--- src/rtl/trace_capture.sv ---
// trace_capture: writer side of the scope trace RAM.
// It decimates a 12-bit ADC stream and waits for a level-crossing trigger.
// It then writes NPTS screen-Y values to addresses 0..NPTS-1.
// After a capture it holds until the next display vsync rising edge,
// so the display never shows a half-rewritten trace.
// Optional feature macro: TRACE_AUTO_TRIG_EN. When it is defined, ARMED forces
// a capture after AUTO_TIMEOUT accepted samples have arrived without a trigger.
`timescale 1ns/1ps

module trace_capture #(
    parameter int NPTS         = 640,
    parameter int YMAX         = 479,
    parameter int SHIFT        = 3,
    parameter int AUTO_TIMEOUT = 1000000
) (
    input  logic        clk,
    input  logic        rst_n,
    input  logic        sample_valid,
    input  logic [11:0] sample,
    input  logic [7:0]  decim,
    input  logic [11:0] trig_level,
    input  logic        trig_falling,
    input  logic        run,
    input  logic        vsync,
    output logic [9:0]  waddr,
    output logic [8:0]  wdata,
    output logic        we,
    output logic        triggered,
    output logic        done
);

    typedef enum logic [1:0] {
        IDLE    = 2'd0,
        ARMED   = 2'd1,
        CAPTURE = 2'd2,
        HOLD    = 2'd3
    } state_t;

    localparam logic [9:0]  LAST_ADDR = 10'(NPTS - 1);
    localparam logic [11:0] YMAX_W    = 12'(YMAX);

    state_t      state_q, state_d;
    logic [7:0]  dec_cnt_q, dec_cnt_d;
    logic [11:0] prev_q, prev_d;
    logic        first_q, first_d;       // prev not yet loaded in this ARMED visit
    logic [9:0]  wptr_q, wptr_d;         // next capture address to write
    logic [9:0]  waddr_q, waddr_d;
    logic [8:0]  wdata_q, wdata_d;
    logic        we_q, we_d;
    logic        triggered_q, triggered_d;
    logic        done_q, done_d;
    logic        vsync_dly_q, vsync_dly_d;

    logic        active;
    logic        accept;
    logic [11:0] shifted;
    logic [8:0]  y_val;
    logic        hit;
    logic        vsync_edge;
    logic        arm;
    logic        auto_fire;

    // Only ARMED and CAPTURE look at the sample stream.
    assign active     = (state_q == ARMED) || (state_q == CAPTURE);
    assign accept     = active && sample_valid && (dec_cnt_q == decim);
    assign vsync_edge = vsync && !vsync_dly_q;

    // Sample to screen row. Codes whose shifted value is at or past YMAX
    // clamp to the top row (0).
    assign shifted = sample >> SHIFT;
    assign y_val   = (shifted >= YMAX_W) ? 9'd0 : 9'(YMAX_W - shifted);

    // A level crossing counts only once prev holds a sample from this arming.
    assign hit = !first_q &&
                 (trig_falling ? ((prev_q >= trig_level) && (sample <  trig_level))
                               : ((prev_q <  trig_level) && (sample >= trig_level)));

`ifdef TRACE_AUTO_TRIG_EN
    localparam int AW = $clog2(AUTO_TIMEOUT + 1);
    logic [AW-1:0] auto_cnt_q, auto_cnt_d;

    // When the count already holds AUTO_TIMEOUT-1, the current accepted
    // sample is the timeout-th one.
    assign auto_fire = (auto_cnt_q == AW'(AUTO_TIMEOUT - 1));

    // Accepted-sample counter for the forced trigger.
    always_ff @(posedge clk or negedge rst_n) begin
        if (!rst_n) auto_cnt_q <= '0;
        else        auto_cnt_q <= auto_cnt_d;
    end
`else
    assign auto_fire = 1'b0;
`endif

    // Next-state, decimation, trigger and RAM write logic.
    always_comb begin
        // NOTE: every signal gets a default before the case, so no path can infer a latch.
        state_d     = state_q;
        dec_cnt_d   = dec_cnt_q;
        prev_d      = prev_q;
        first_d     = first_q;
        wptr_d      = wptr_q;
        waddr_d     = waddr_q;
        wdata_d     = wdata_q;
        we_d        = 1'b0;
        triggered_d = triggered_q;
        done_d      = 1'b0;
        vsync_dly_d = vsync;
        arm         = 1'b0;
`ifdef TRACE_AUTO_TRIG_EN
        auto_cnt_d  = auto_cnt_q;
`endif

        if (active && sample_valid) begin
            dec_cnt_d = (dec_cnt_q == decim) ? 8'd0 : dec_cnt_q + 8'd1;
        end

        case (state_q)
            IDLE: begin
                if (run) arm = 1'b1;
            end
            ARMED: begin
                if (!run) begin
                    state_d = IDLE;
                end else if (accept) begin
                    prev_d  = sample;
                    first_d = 1'b0;
`ifdef TRACE_AUTO_TRIG_EN
                    auto_cnt_d = auto_cnt_q + 1'b1;
`endif
                    if (hit || auto_fire) begin
                        state_d     = CAPTURE;
                        triggered_d = 1'b1;
                        waddr_d     = 10'd0;
                        wdata_d     = y_val;
                        we_d        = 1'b1;
                        wptr_d      = 10'd1;
                    end
                end
            end
            CAPTURE: begin
                // run is deliberately ignored here so a capture always completes.
                if (accept) begin
                    waddr_d = wptr_q;
                    wdata_d = y_val;
                    we_d    = 1'b1;
                    if (wptr_q == LAST_ADDR) begin
                        state_d     = HOLD;
                        done_d      = 1'b1;
                        triggered_d = 1'b0;
                    end else begin
                        wptr_d = wptr_q + 10'd1;
                    end
                end
            end
            HOLD: begin
                // An edge that coincides with the done pulse is not used.
                // That frame may already have been showing the old trace.
                if (vsync_edge && !done_q) begin
                    if (run) arm = 1'b1;
                    else     state_d = IDLE;
                end
            end
            default: state_d = IDLE;
        endcase

        if (arm) begin
            state_d   = ARMED;
            dec_cnt_d = 8'd0;
            first_d   = 1'b1;
`ifdef TRACE_AUTO_TRIG_EN
            auto_cnt_d = '0;
`endif
        end
    end

    // State and registered RAM-port flops.
    always_ff @(posedge clk or negedge rst_n) begin
        if (!rst_n) begin
            state_q     <= IDLE;
            dec_cnt_q   <= 8'd0;
            prev_q      <= 12'd0;
            first_q     <= 1'b0;
            wptr_q      <= 10'd0;
            waddr_q     <= 10'd0;
            wdata_q     <= 9'd0;
            we_q        <= 1'b0;
            triggered_q <= 1'b0;
            done_q      <= 1'b0;
            vsync_dly_q <= 1'b0;
        end else begin
            // NOTE: sequential state uses non-blocking assignments so every flop sees pre-edge values.
            state_q     <= state_d;
            dec_cnt_q   <= dec_cnt_d;
            prev_q      <= prev_d;
            first_q     <= first_d;
            wptr_q      <= wptr_d;
            waddr_q     <= waddr_d;
            wdata_q     <= wdata_d;
            we_q        <= we_d;
            triggered_q <= triggered_d;
            done_q      <= done_d;
            vsync_dly_q <= vsync_dly_d;
        end
    end

    assign waddr     = waddr_q;
    assign wdata     = wdata_q;
    assign we        = we_q;
    assign triggered = triggered_q;
    assign done      = done_q;

endmodule

--- config.mk ---
export PLATFORM = sky130hd
export DESIGN_NAME = trace_capture
export DESIGN_NICKNAME = d
export VERILOG_FILES = /design/src/rtl/trace_capture.sv
export SDC_FILE = /design/constraint.sdc
export NUM_CORES = 1
export LEC_CHECK = 0
export BUFFER_PORTS_ARGS = -buffer_cell sky130_fd_sc_hd__clkbuf_2
export CAP_MARGIN = 20
export CORE_MARGIN = 4
export CORE_UTILIZATION = 25
export DETAILED_ROUTE_END_ITERATION = 10
export MAX_ROUTING_LAYER = met4
export PLACE_DENSITY = 0.4
export SLEW_MARGIN = 10
export SYNTH_ARGS = -nofsm -noshare
export SYNTH_HDL_FRONTEND = slang
export SYNTH_SLANG_ARGS = --single-unit
--- constraint.sdc ---
create_clock -name clk -period 2.95 [get_ports clk]
set_input_delay 0.885 -clock clk [delete_from_list [all_inputs] [get_ports clk]]
set_output_delay 0.885 -clock clk [all_outputs]
set_load 0.02 [all_outputs]
==> reports/metrics.cfg, run 1 <==
[logic_synthesis]
ys_seq_area_frac = 0.4097
synth.avg_cell_area_sq_um = 10.00
synth-seq-cells = 56
syn-cell-area_sq_mm = 0.003421
synthFlopType = dfrtp_1
syn_inst = 342
synth_nets = 412
async_reset_ff_frac = 1.000
synth-edff-count = 0
yosys_warnings = 0
synth.distinct_cells = 57

[layout]
postLayoutCellArea_sq_mm = 0.004767
area_delta_synth_final_pct = 39.36
fin_util = 0.3586
diodes = 0
stdcell_count = 618
drive_above_1_share = 0.3982
nFillCells = 1358
layout.nets = 511

[routing]
viasPerCell = 4.725
num_vias = 2920
firstDrtPassIters = 6
ant_nets = 0
route.detailed.drc = 0
drt_iter0_markers = 113
avgRoutedWirePerCell_um = 15.27
wirelength_mm = 9.437

[clock_network]
path_clk_slew_ns = 0.07
clk_latency_ns = 0.30
cts_tree = built
clockBufferDepth = 2
cts_buffers = 5
htreeDepth = 2
cts_sinks = 56
cts-root-buf = clkbuf_16

[sta]
slew_headroom = 0.7342
post-route-period-util = 1.046
max_slew.worst_pin.slew_ns = 0.3987
finalClockSkew_ns = 0.004686
hold_violations = 0
finalWorstSetupSlack_ns = -0.1362
rsz0062_at_grt = true
fin_crit_ns = 3.086
finalSetupViolations = 30
fmax_mhz = 324.0
drv_slew = 0

[floorplanning]
dieHeight_um = 125.0
design.portCount = 60
fp.dieW_um = 125.0
core_area_sq_mm = 0.01330
row_count = 42
fp.dieArea_sq_mm = 0.01562
initial_utilization = 0.2573

[placement]
place_area_sq_mm = 0.004250
place_congestion = 0.7855
post-dp-hpwl_mm = 6.855
portBuffers = 59
dp_cells = 604

[power]
p_switching_w = 0.0007837
internal-power_w = 0.001480
power_frac_seq = 0.399
power_w = 0.002263
leakage_nw = 2.268
ir_worst_vdd_uv = 271.2
pwr-share-comb = 0.326
clkPwrFrac = 0.275
switching_share = 0.3463
p_per_area_mw_per_mm2 = 474.8

[job]
drv_cap = 0

[global_routing]
grt_antenna_before_repair = 0
overflow = 0
grt_pass1_wl_mm = 15.19
grt_max_degree = 57
grt_use_total = 0.1224
grt_pass1_vias = 2946

[setup_path]
crit_type = primary input to flip-flop
cp_slowest_cell = a2111o_1
setup.worst_path.start_class = primary input
crit_top_cell = a2111o_1
cpLargestDelayFamily = compound AO/OA/AOI/OAI gates
cp_data_required_time_ns = 3.14
critical-path-max-stage-delay_ns = 0.47
crit_path_max_fanout = 3
crit_buf_inv = 3
crit_path_end_kind = flip-flop
worstPathCellList = clkbuf_16 -> inv_12 -> ha_4 -> nor2b_4 -> o211ai_1 -> a211oi_2 -> nor3_2 -> a2111o_1 -> a2111o_1 -> buf_6 -> a21bo_2 -> a32o_1
arrival_ns = 3.27

[run_status]
violations = negative setup slack
status = finished, violations left

[hold_path]
hp-class = flip-flop to flip-flop

[cell usage after synthesis, drive strengths merged, types with 8 or more instances]
cell type,number,area [sq um]
a21oi,20,100.1
xor2,8,70.07
o21ai,11,55.05
inv,23,86.33
nand4,8,50.05
dfrtp,56,1401
nor2,15,58.81
ha,32,400.4
a22o,10,87.58
mux2,20,225.2
nand3,21,110.1
nand2,32,122.6
[metal layers]
layer | track usage | up-vias | wire length [um]
met4 | 0.03444 | 0 | 115
met3 | 0.02644 | 7 | 339
met1 | 0.1563 | 1393 | 4524
met2 | 0.1968 | 56 | 4457
met5 | - | - | 0
li1 | - | 1464 | -
[registers in the layout, summed over array words and instances (netlist names)]
name and count:
dec_cnt_q 8, done 1, first_q 1, prev_q 12, state_q 2, triggered 1, vsync_dly_q 1, waddr 10
wdata 9, we 1, wptr_q 10
[cells by family after synthesis]
group,Yosys count,share of synthesized area
multiplexers,20,0.06584
adder cells (fa/ha/maj),32,0.1170
AND/OR/NAND/NOR,111,0.1712
AO/OA/AOI/OAI,80,0.1708
XOR/XNOR,9,0.02304
flip-flops,56,0.4097
buffers and inverters,34,0.04243
[cell usage in the layout (no fill, tap or decap), types with 3 or more instances in the layout]
| cell | count |
|---|---|
| nand3_2 | 7 |
| clkbuf_16 | 8 |
| nor2_1 | 14 |
| ha_1 | 24 |
| nand4_1 | 8 |
| o211ai_1 | 3 |
| xor2_1 | 8 |
| o21ai_0 | 10 |
| buf_6 | 9 |
| and2_1 | 3 |
| nand2_1 | 30 |
| dfrtp_1 | 56 |
| clkbuf_2 | 50 |
| a31oi_1 | 4 |
| mux2_2 | 18 |
| nand3_1 | 14 |
| nand3b_1 | 7 |
| nor3_1 | 4 |
| buf_4 | 38 |
| ha_4 | 8 |
| a22o_1 | 10 |
| o32ai_1 | 4 |
| inv_1 | 17 |
| a21oi_1 | 19 |
| o221ai_2 | 5 |
| inv_2 | 3 |
| and3_1 | 4 |
[worst paths after layout]
check / start / to / slack (ns) / depth (start not counted)
worst min register to register: prev_q[0] / prev_q[0] / 0.50 / 2
worst max-delay path: trig_level[1] / wptr_q[8] / -0.14 / 12
max in group asynchronous: rst_n / first_q / 2.10 / 2
worst min-delay path: prev_q[0] / prev_q[0] / 0.50 / 2
min in group asynchronous: rst_n / wdata[7] / 0.60 / 2
worst max register to register: prev_q[1] / wptr_q[8] / 0.32 / 10
[area by class of cell]
| class | instances | area [sq um] | share of cell area |
|---|---|---|---|
| Inverter | 23 | 103.9 | 0.02178 |
| Clock buffer | 7 | 142.6 | 0.02992 |
| Sequential cell | 56 | 1401 | 0.2940 |
| Timing Repair Buffer | 103 | 767.0 | 0.1609 |
| Multi-Input combinational cell | 252 | 2125 | 0.4457 |
| Tap cell | 176 | 220.2 | 0.04619 |
| Clock inverter | 1 | 7.507 | 0.001575 |
[power groups by stage]
| stage | Combinational [W] | Sequential [W] | Clock [W] |
|---|---|---|---|
| final | 0.000737 | 0.000903 | 0.000622 |
| after global routing | 0.000833 | 0.000917 | 0.000688 |
| after CTS | 0.000708 | 0.000896 | 0.000658 |
| after detailed placement | 0.000693 | 0.000912 | 0 |
| after global placement | 0.000701 | 0.000912 | 0 |
| after floorplan | 0.000459 | 0.000898 | 0 |
[worst min-delay path, stage by stage (launching register included)]
cell     delay (ns)
dfrtp_1        0.35
nand2_1        0.05
o21ai_0        0.06
[through the flow]
step	setup slack, ns	hold WS [ns]	TNS (ns)
global placement	-0.4826	0.4674	-12.83
floorplan	-0.1855	0.4498	-3.550
detailed placement	-0.5407	0.4872	-14.90
finish	-0.1362	0.4952	-2.378
CTS	-0.1056	0.5050	-1.595
global route	-0.1880	0.5260	-4.063
[repair_timing]
action | 4_1_cts | 5_1_grt
pin swaps | 5 | 9
gates resized for setup | 21 | 35
setup buffers | 0 | 4
endpoints found under the setup margin | 32 | 32
gates cloned | 0 | 2
hold buffers | 0 | 0
No activity file was read; power rests on OpenSTA's default activity.
==> inputs of run 2 (changes only) <==
--- a/config.mk
+++ b/config.mk
@@ -8,10 +8,10 @@
 export BUFFER_PORTS_ARGS = -buffer_cell sky130_fd_sc_hd__clkbuf_2
 export CAP_MARGIN = 20
 export CORE_MARGIN = 4
-export CORE_UTILIZATION = 25
+export CORE_UTILIZATION = 45
 export DETAILED_ROUTE_END_ITERATION = 10
 export MAX_ROUTING_LAYER = met4
-export PLACE_DENSITY = 0.4
+export PLACE_DENSITY = 0.64
 export SLEW_MARGIN = 10
 export SYNTH_ARGS = -nofsm -noshare
 export SYNTH_HDL_FRONTEND = slang
==> run 2 against run 1 <==
The run still ends with negative setup slack left. Clock power down 28%. Critical path depth unchanged. Global-route usage increased by 7.0 points. Cell count is 14% lower. Sequential share of layout area up 3.1 points. First-iteration DRC count increased by 5.3%. Flip-flop and latch count unchanged. Sequential power shrank 0.7%. Die area shrank 42%. Clock skew up 0.0046 ns.
==> reports/metrics.cfg, run 2 (synthesized netlist as in run 1, its figures left out) <==
[hold_path]
hp-class = flip-flop to flip-flop  ; unchanged
hp-start = prev_q[0]  ; unchanged
hold_end = prev_q[0]  ; unchanged
holdPathStages = 2  ; unchanged

[setup_path]
crit_type = primary input to flip-flop  ; unchanged
cp_data_required_time_ns = 3.17  ; was 3.14 ns
arrival_ns = 3.20  ; was 3.27 ns
crit_path_max_fanout = 19  ; was 3
rr_endpoint = wdata[1]  ; was wptr_q[8]
crit_path_end_kind = flip-flop  ; unchanged
rr_worst_depth = 10  ; unchanged
setup.worst_path.start_class = primary input  ; unchanged
r2r_setup_slack_ns = 0.29  ; was 0.32 ns
reg2reg_from = prev_q[1]  ; unchanged

[routing]
ant_nets = 0  ; unchanged
avgRoutedWirePerCell_um = 14.84  ; was 15.27 um
route.detailed.drc = 0  ; unchanged
viasPerCell = 5.564  ; was 4.725
wirelength_mm = 7.922  ; was 9.437 mm
firstDrtPassIters = 4  ; was 6
drt_iter0_markers = 119  ; was 113
num_vias = 2971  ; was 2,920

[clock_network]
cts_buffers = 5  ; unchanged
path_clk_slew_ns = 0.11  ; was 0.07 ns
clk_latency_ns = 0.32  ; was 0.30 ns
cts_tree = built  ; unchanged
htreeDepth = 2  ; unchanged
clockBufferDepth = 2  ; unchanged
cts_sinks = 56  ; unchanged
cts_setup_buffers = 0  ; unchanged
cts-root-buf = clkbuf_8  ; was clkbuf_16

[sta]
hold_violations = 0  ; unchanged
drv_slew = 0  ; unchanged
holdWs_ns = 0.5065  ; was 0.4952 ns
slew_headroom = 0.5229  ; was 0.7342
rsz0062_at_grt = true  ; unchanged
finalSetupTns_ns = -0.3662  ; was -2.378 ns
max_slew.worst_pin.slew_ns = 0.7156  ; was 0.3987 ns
finalWorstSetupSlack_ns = -0.03491  ; was -0.1362 ns
post-route-period-util = 1.012  ; was 1.046
fin_crit_ns = 2.985  ; was 3.086 ns
finalClockSkew_ns = 0.009331  ; was 0.004686 ns
fmax_mhz = 335.0  ; was 324.0 MHz
finalSetupViolations = 14  ; was 30

[global_routing]
grt_max_degree = 30  ; was 57
grt_pass1_wl_mm = 13.39  ; was 15.19 mm
overflow = 0  ; unchanged
grt_use_total = 0.1920  ; was 0.1224
grt_pass1_vias = 2832  ; was 2,946
grt_antenna_before_repair = 0  ; unchanged

[layout]
mostFrequentLayoutCell = clkbuf_2  ; was dfrtp_1
layout.nets = 504  ; was 511
largest_register = prev_q  ; unchanged
diodes = 0  ; unchanged
mostFrequentLayoutCells = clkbuf_2, dfrtp_1, buf_4, nand2_1, ha_1  ; was dfrtp_1, clkbuf_2, buf_4, nand2_1, ha_1
largest_register_ffs = 12  ; unchanged
area_delta_synth_final_pct = 26.23  ; was 39.36%
nFillCells = 663  ; was 1,358
drive_above_1_share = 0.3471  ; was 0.3982

[job]
drv_cap = 0  ; unchanged

[power]
p_per_area_mw_per_mm2 = 470.6  ; was 474.8 mW/mm^2
ir_worst_vdd_uv = 350.3  ; was 271.2 uV
leakage_nw = 2.133  ; was 2.268 nW
power_w = 0.002032  ; was 0.002263 W

[placement]
portBuffers = 59  ; unchanged
place_congestion = 0.8343  ; was 0.7855
post-dp-hpwl_mm = 6.044  ; was 6.855 mm

[floorplanning]
core_area_sq_mm = 0.007331  ; was 0.01330 sq mm
dieHeight_um = 95.19  ; was 125.0 um
initial_utilization = 0.4666  ; was 0.2573
design.portCount = 60  ; unchanged
fp.dieArea_sq_mm = 0.009060  ; was 0.01562 sq mm
fp.dieW_um = 95.19  ; was 125.0 um
row_count = 31  ; was 42

[run_status]
status = finished, violations left  ; unchanged
violations = negative setup slack  ; unchanged

## run 2: cell count changes in the layout (fill, tap and decap cells not counted), moves of 4 or more
cell and delta:
clkbuf_2 +8, ha_1 +6, inv_1 +5, clkbuf_16 -7, nand3_1 +6, clkbuf_8 +4, buf_4 -4, buf_6 -8
ha_4 -6, nand3_2 -6
## run 2: worst max path at each step
| stage | startpoint | endpoint | slack (ns) |
|---|---|---|---|
| floorplan | trig_level[1] | wptr_q[8] | -0.19 |
| finish | trig_level[1] | wdata[1] | -0.03 |
| global route | trig_level[10] | wdata[0] | -0.10 |
| CTS | trig_level[1] | wdata[5] | -0.02 |
| global placement | trig_level[1] | wptr_q[2] | -0.44 |
| detailed placement | trig_level[1] | wdata[5] | -0.50 |
## run 2: metrics by stage
stage,cells,util,area (sq um),setup WS (ns)
6_report,534,0.5890,4318,-0.03491
3_5_place_dp,526,0.5656,4146,-0.4955
4_1_cts,534,0.5842,4283,-0.01755
5_1_grt,534,0.5890,4318,-0.1032
2_1_floorplan,342,-,3492,-0.1855
3_3_place_gp,526,0.5656,4146,-0.4371
## run 2: area by class of cell
cell class	count	area [sq um]	share of cell area
inverters	23	98.84	0.02289
clock buffers	5	68.82	0.01594
repair buffers	96	621.8	0.1440
flip-flops and latches	56	1401	0.3245
multi-input cells	252	1976	0.4575
clock inverters	3	27.53	0.006375
well taps	99	123.9	0.02869
## run 2: critical path, stage by stage
cell and delay, ns:
clkbuf_16 0.12, inv_12 0.03, ha_1 0.29, nor2b_1 0.15, o211ai_2 0.15, a21oi_1 0.09
o21ba_1 0.21, a2111o_1 0.35, and2_4 0.17, o32a_1 0.33, buf_12 0.17, mux2_2 0.27
## run 2: routing by layer
layer	global-route usage	part of all wire	vias up
met4	0.06370	0.016	0
met3	0.03473	0.055	13
met5	-	0	-
met1	0.2539	0.46	1431
met2	0.2985	0.47	71
li1	-	-	1456
## run 2: power breakdown
part           switching (W)  internal [W]  total [W]
combinational       0.000396      0.000290   0.000686
clock               0.000273      0.000175   0.000448
sequential         0.0000693      0.000828   0.000897
## run 2: what timing repair did
action,CTS,global route
endpoints found under the setup margin,31,31
resized for setup,8,8
pin swaps,1,6
hold buffers,0,0
